File: config.mk
export PLATFORM = sky130hd
export DESIGN_NAME = dec_accum
export DESIGN_NICKNAME = d
export VERILOG_FILES = /design/src/rtl/dec_accum.sv
export SDC_FILE = /design/constraint.sdc
export NUM_CORES = 1
export LEC_CHECK = 0
export CAP_MARGIN = 20
export CORE_MARGIN = 2
export CORE_UTILIZATION = 51
export CTS_BUF_LIST = sky130_fd_sc_hd__clkbuf_4 sky130_fd_sc_hd__clkbuf_8
export DETAILED_ROUTE_END_ITERATION = 8
export PLACE_DENSITY = 0.83
export SETUP_SLACK_MARGIN = 0.2
export SLEW_MARGIN = 20
export SYNTH_ARGS = -nofsm -noshare
export SYNTH_HDL_FRONTEND = slang
export SYNTH_SLANG_ARGS = --single-unit
File: constraint.sdc
create_clock -name clk -period 3.75 [get_ports clk]
set_input_delay 0.375 -clock clk [delete_from_list [all_inputs] [get_ports clk]]
set_output_delay 0.375 -clock clk [all_outputs]
set_load 0.02 [all_outputs]
File: src/rtl/dec_accum.sv
// ----------------------------------------------------------------------------
// dec_accum
//
// Collects a stream of decimal digit nibbles (0-9) into an unsigned binary
// number. Any nibble 10-15 terminates the number. The finished number is then
// offered on a valid/ready output port. Numbers that do not fit in W bits, or
// that have more than MAXD digits, saturate to all ones and raise ovf.
//
// Parameters:
//   W        result width in bits (4..32)
//   MAXD     maximum digits per number (1..15)
//
// Ports:
//   clk      rising-edge clock
//   rst      asynchronous active-high reset
//   nib      digit (0-9) or terminator (10-15)
//   nib_vld  nib is valid
//   nib_rdy  block accepts nib this cycle (low only while a result waits)
//   val      accumulated result
//   val_vld  val/ndig/ovf are valid
//   val_rdy  consumer takes the result
//   ndig     digits received, saturating at MAXD
//   ovf      result saturated (value overflow or too many digits)
// ----------------------------------------------------------------------------
module dec_accum #(
    parameter int W    = 16,
    parameter int MAXD = 5
) (
    input  logic         clk,
    input  logic         rst,
    input  logic [3:0]   nib,
    input  logic         nib_vld,
    output logic         nib_rdy,
    output logic [W-1:0] val,
    output logic         val_vld,
    input  logic         val_rdy,
    output logic [3:0]   ndig,
    output logic         ovf
);

    typedef enum logic [1:0] {
        IDLE = 2'd0,
        ACC  = 2'd1,
        DONE = 2'd2
    } state_t;

    localparam logic [3:0] MaxDig = 4'(MAXD);

    state_t         state_q, state_d;
    logic [W-1:0]   acc_q, acc_d;
    logic [3:0]     cnt_q, cnt_d;
    logic           ovf_q, ovf_d;

    logic           inXfer;
    logic           isDigit;
    logic [W+3:0]   nextVal;
    logic           valTooBig;
    logic [3:0]     cntInc;

    // acc*10 + d computed four bits wider than acc so that any value
    // overflow shows up in the top nibble instead of wrapping.
    always_comb begin
        nextVal   = ({4'b0000, acc_q} << 3) + ({4'b0000, acc_q} << 1)
                  + {{W{1'b0}}, nib};
        valTooBig = (nextVal[W+3:W] != 4'd0);
        cntInc    = (cnt_q < MaxDig) ? (cnt_q + 4'd1) : cnt_q;
    end

    // Handshake decode comes only from the registered state, so there is no
    // combinational path from val_rdy to nib_rdy.
    assign nib_rdy = (state_q != DONE);
    assign val_vld = (state_q == DONE);
    assign inXfer  = nib_vld && nib_rdy;
    assign isDigit = (nib < 4'd10);

    // Outputs always reflect the registered accumulator; they only carry
    // meaning while val_vld is high.
    assign val  = acc_q;
    assign ndig = cnt_q;
    assign ovf  = ovf_q;

    // Next-state and accumulator update. Once ovf is set, later digits keep
    // acc pinned at all ones until the result has been handed off.
    always_comb begin
        state_d = state_q;
        acc_d   = acc_q;
        cnt_d   = cnt_q;
        ovf_d   = ovf_q;
        unique case (state_q)
            IDLE: begin
                if (inXfer && isDigit) begin
                    acc_d   = {{(W-4){1'b0}}, nib};
                    cnt_d   = 4'd1;
                    ovf_d   = 1'b0;
                    state_d = ACC;
                end
            end
            ACC: begin
                if (inXfer) begin
                    if (isDigit) begin
                        if ((cnt_q == MaxDig) || valTooBig || ovf_q) begin
                            acc_d = {W{1'b1}};
                            ovf_d = 1'b1;
                        end else begin
                            acc_d = nextVal[W-1:0];
                        end
                        cnt_d = cntInc;
                    end else begin
                        state_d = DONE;
                    end
                end
            end
            DONE: begin
                if (val_rdy) begin
                    state_d = IDLE;
                    acc_d   = '0;
                    cnt_d   = 4'd0;
                    ovf_d   = 1'b0;
                end
            end
            default: begin
                state_d = IDLE;
                acc_d   = '0;
                cnt_d   = 4'd0;
                ovf_d   = 1'b0;
            end
        endcase
    end

    // State and datapath registers; reset abandons any number in progress.
    always_ff @(posedge clk or posedge rst) begin
        if (rst) begin
            state_q <= IDLE;
            acc_q   <= '0;
            cnt_q   <= 4'd0;
            ovf_q   <= 1'b0;
        end else begin
            state_q <= state_d;
            acc_q   <= acc_d;
            cnt_q   <= cnt_d;
            ovf_q   <= ovf_d;
        end
    end

endmodule

## Yosys cells after proc, flatten, opt, wreduce, memory -nomap -nowiden

Index checks and enable logic that the tools add are counted.
W data, S select, Z words.

| storage, ports and cells | value |
|---|---|
| register bits after elaboration | 23 |
| output and inout bits | 23 |
| word-level logic and storage cells | 53 |

| cells by class | value |
|---|---|
| equal/unequal tests | 11 |
| add/sub/neg operators | 3 |
| muxes and demuxes | 23 |
| magnitude comparators | 2 |
| reductions and logical operators | 10 |

Operator list:

| kind | count |
|---|---|
| $mux W16 | 5 |
| $pmux W16 S3 | 1 |
| $add A19 B17 Y20 | 1 |
| $add A20 B4 Y20 | 1 |
| $mux W4 | 5 |
| $ne A2 B2 Y1 const B | 7 |
| $pmux W4 S3 | 1 |
| $reduce_and A5 Y1 | 2 |
| $mux W2 | 4 |
| $reduce_and A4 Y1 | 2 |
| $pmux W2 S3 | 1 |
| $mux W1 | 5 |
| $add A4 B1 Y4 const B | 1 |
| $eq A4 B3 Y1 const B | 1 |
| $lt A4 B3 Y1 const B | 1 |
| $lt A4 B4 Y1 const B | 1 |
| $reduce_bool A4 Y1 | 1 |
| $pmux W1 S3 | 1 |
| $eq A2 B1 Y1 const B | 1 |
| $eq A2 B2 Y1 const B | 1 |
| $logic_and A1 B1 Y1 | 2 |
| $logic_not A2 Y1 | 1 |
| $logic_or A1 B1 Y1 | 2 |
| $ne A2 B1 Y1 const B | 1 |

## Longest topological paths before layout

| logic depth | value |
|---|---|
| word-level depth | 9 |
| gate-level depth with buffers | 12 |

## Worst setup path before layout

Ideal clock, no wire load.

| timing | value |
|---|---|
| path type | register -> register |
| from | register acc_q[0], in the netlist val[0] |
| to | register acc_q[14], in the netlist val[14] |
| cell stages (with the launch flop) | 12 |
| path slack | 0.475 ns |
| setup time | 0.126 ns |
| path buffers | 1 |
| period minus slack after synthesis | 3.275 ns |
| arrival | 3.149 ns |
| required time | 3.624 ns |
| cell sequence | dfrtp_1 fa_1 inv_1 fa_1 nand2b_1 a21oi_1 nor2_1 o211ai_1 mux2_4 o31a_1 buf_6 a221o_1 |

| between the ends | value |
|---|---|
| cells in the longest elaborated chain, start to end | 9 |

RTL lines:

| item | RTL line | source |
|---|---|---|
| start: declaration | 50 | `logic [W-1:0] acc_q, acc_d;` |
| start signal: assignment | 134 | `acc_q <= '0;` |
| start signal: assignment | 139 | `acc_q <= acc_d;` |
| $add A19 B17 Y20 (*) | 63 | `nextVal = ({4'b0000, acc_q} << 3) + ({4'b0000, acc_q} << 1)` |
| $add A20 B4 Y20 (*) | 64 | `+ {{W{1'b0}}, nib};` |
| $reduce_bool A4 Y1 | 65 | `valTooBig = (nextVal[W+3:W] != 4'd0);` |
| $logic_or A1 B1 Y1 (2 in series) | 101 | `if ((cnt_q == MaxDig) \|\| valTooBig \|\| ovf_q) begin` |
| $mux W16 (*) | 101 |  |
| $mux W16 (*) | 100 | `if (isDigit) begin` |
| $mux W16 (*) | 99 | `if (inXfer) begin` |
| $pmux W16 S3 (*) | 89 | `unique case (state_q)` |

Every way passes the cells marked *; elsewhere a longest branch is shown, timed or not. The select of a mux whose other input is x is not followed.
A chain may end at the register's enable or synchronous reset.

## Final worst setup path

| timing | value |
|---|---|
| from | input port nib[3] |
| to | register acc_q[8], in the netlist val[8] |

| between the ends | value |
|---|---|
| cells in the longest elaborated chain, start to end | 8 |
| elaborated cells on any way between the ends | 13 |
| those cells by class | 1 x add/sub; 1 x order compare; 2 x eq/ne; 4 x mux; 5 x reduce/logical |

RTL lines:

| item | RTL line | source |
|---|---|---|
| start: declaration | 31 | `input logic [3:0] nib,` |
| $add A20 B4 Y20 | 64 |  |
| $reduce_bool A4 Y1 | 65 |  |
| $logic_or A1 B1 Y1 (2 in series) | 101 |  |
| $mux W16 | 101 |  |
| $mux W16 | 100 |  |
| $mux W16 | 99 |  |
| $pmux W16 S3 | 89 |  |

Several ways; a longest one is shown, not always the timed one. The select of a mux whose other input is x is not followed.

==> metrics.txt <==
R2R setup slack=0.44 ns; die width=69.47 um; CTS Sinks=23; post-DR vias/cell=6.138; hold_buf cts=0; Die ar.=4825 um2; DR vias=1964; MaxCap Viol Count=0; H-tree depth=1; Net Count, Synth=284; initial antenna violation count=0; most used cell along the critical path=fa_1; Crit Path Max Fanout=11; clock latency on the worst-skew pair=0.27 ns; outcome=completed; dpl ws=-0.08907 ns; Max Fclk=292.5 MHz; RSZ-0062 raised after global routing=true; most common cell in the netlist=ha_1; largest area contributor in the netlist=dfrtp_1; register area=575.6 um2; Starting Density=53.87%; Fin Clk Skew=0.005872 ns; post-route cell area=2591 um2; max-slew violation count=0; fin cells=320; Die Ht=69.47 um; cells after synthesis=240; required time of the critical path=3.90 ns; CTS tree=built; Rel. slew slack=45.22%; Slowest-stage cell, CP=fa_1; worst path bufs/invs=2; Synth cell types=50; register area share after synthesis=26.33%; crit-path cells=clkdlybuf4s50_1 > fa_1 > inv_1 > fa_1 > nand2b_1 > a21oi_2 > nor2_1 > o211ai_1 > mux2_4 > o31a_4 > a221o_2; vias in the first global route=1878; largest net degree at the start of global routing=24; antenna viol nets, final=0; slew of the pin with the lowest slew margin=0.8208 ns; Final min period=3.419 ns; crit-path leading delay family=compound AO/OA/AOI/OAI gates; grt ovf=0; startpoint types=primary input; Num CTS Buffers=3; setup slack after layout=0.3315 ns; DRC viols=0; WS Path Type=in -> reg; number of setup violations in the final report=0; DP HPWL=4.040 mm; wire length per cell=16.18 um; slowest stage delay, CP=0.58 ns; crit path DAT=3.57 ns; most frequent cells after synthesis=ha_1, dfrtp_1, a21oi_1; area grow syn2layout=18.55%; Site Rows=23; DP Area=2521 um2; Synth area leaders=dfrtp_1, ha_1, a221o_1; global-route wire length before repair=8.811 mm; gr usage total=22.08%; Fillers=342; Port Buf Inserts=30; Final nets=315; ys flop type=dfrtp_1; clock transition at the registers of the reported paths=0.09 ns; initial DRC count=115; Avg Synthesized Cell Area=9.108 um2; Placed Cells incl. Taps=316; share of cells above drive strength 1=9.259%; gp weighted congestion=0.9618; Setup Buffers After CTS=0; DRT Pass-1 Iters=4; Mapped Area=2186 um2; Yosys reg bits=23; Post-synth EDFFs=0; final hold vios=0; area of the multi-input gates=1521 um2; DRT Wirelength=5.178 mm; YS warnings=0; Yosys top cell area share=26.33%; crit end category=register; Antenna diodes=0; Boundary Pins=31; fin crit share=91.16%; Tightest Hold Check Type=reg -> reg; core area=4058 um2; CTS Root Cell=clkbuf_8; clk buf depth=2; asr flop ratio synth=100.0%
-- layout make-up --
type,instances,area share [%]
clock buffers,3,1.593
clock inverters,1,0.2897
multi-input cells,196,58.72
well taps,50,2.414
flip-flops and latches,23,22.21
repair buffers,35,13.04
inverters,12,1.738
-- state kept, by name, indices dropped and copies added, names as in the netlist --
name / flops
val: 16
ndig: 4
state_q: 2
ovf: 1
-- worst register-to-register path: cells and delay by family, from the launching register on --
kind	cells	cell delay, ns
AO/OA/AOI/OAI	4	1.07
adder cells (fa/ha/maj)	2	0.98
flip-flops	1	0.48
multiplexers	1	0.34
AND/OR/NAND/NOR	2	0.27
buffers and inverters	1	0.06
-- timing repair --
item,in CTS,in global routing
endpoints found under the setup margin,1,14
pin swaps,0,2
resized for setup,1,4
-- path summary, 6_finish.rpt --
kind,cells after the start,start,end
worst max-delay path,11,nib[3],val[8]
worst min-delay path,1,state_q[1],state_q[0]
worst max register to register,10,val[2],val[8]
worst min register to register,1,state_q[1],state_q[0]
max in group asynchronous,2,rst,val[6]
min in group asynchronous,2,rst,state_q[0]
-- layout by cell type, fill, tap and decap left out, types with 3 or more instances in the layout --
| cell type | n |
|---|---|
| clkbuf_8 | 3 |
| o211ai_1 | 6 |
| ha_1 | 34 |
| xnor2_1 | 8 |
| dfrtp_1 | 23 |
| nor3_1 | 4 |
| nor2_1 | 15 |
| o21ai_0 | 15 |
| nand4_1 | 4 |
| a221o_1 | 10 |
| a21oi_2 | 3 |
| nand2_1 | 16 |
| a21oi_1 | 18 |
| xor2_1 | 6 |
| nor4_1 | 4 |
| buf_4 | 5 |
| inv_1 | 12 |
| nand3_1 | 7 |
| nand2b_1 | 8 |
| clkdlybuf4s50_1 | 30 |
-- per-layer routing --
layer | track usage (%) | vias to the layer above | share of wire (%)
met3 | 2.907 | 0 | 4.3
met1 | 31.20 | 935 | 49
met4 | 4.139 | 0 | 0
li1 | - | 963 | -
met5 | 0 | - | 0
met2 | 36.43 | 66 | 47
-- through the flow --
stage	TNS (ns)	util [%]	hold slack, ns
detailed placement	-0.6913	62.13	0.5499
global placement	-0.03093	62.13	0.5312
finish	0	63.86	0.5639
global route	0	63.86	0.5982
CTS	0	63.43	0.5605
floorplan	0	-	0.3769
-- cell families after synthesis --
family	after synthesis	share of synthesized area [%]
mux	2	1.202
simple gates	68	15.57
fa+ha+maj	36	21.29
buf+inv	21	5.036
xor+xnor	14	5.610
compound gates	76	24.96
flops	23	26.33
Power is not shown: default switching activity piles up to over one toggle a cycle in this logic, so the estimate is an artifact.
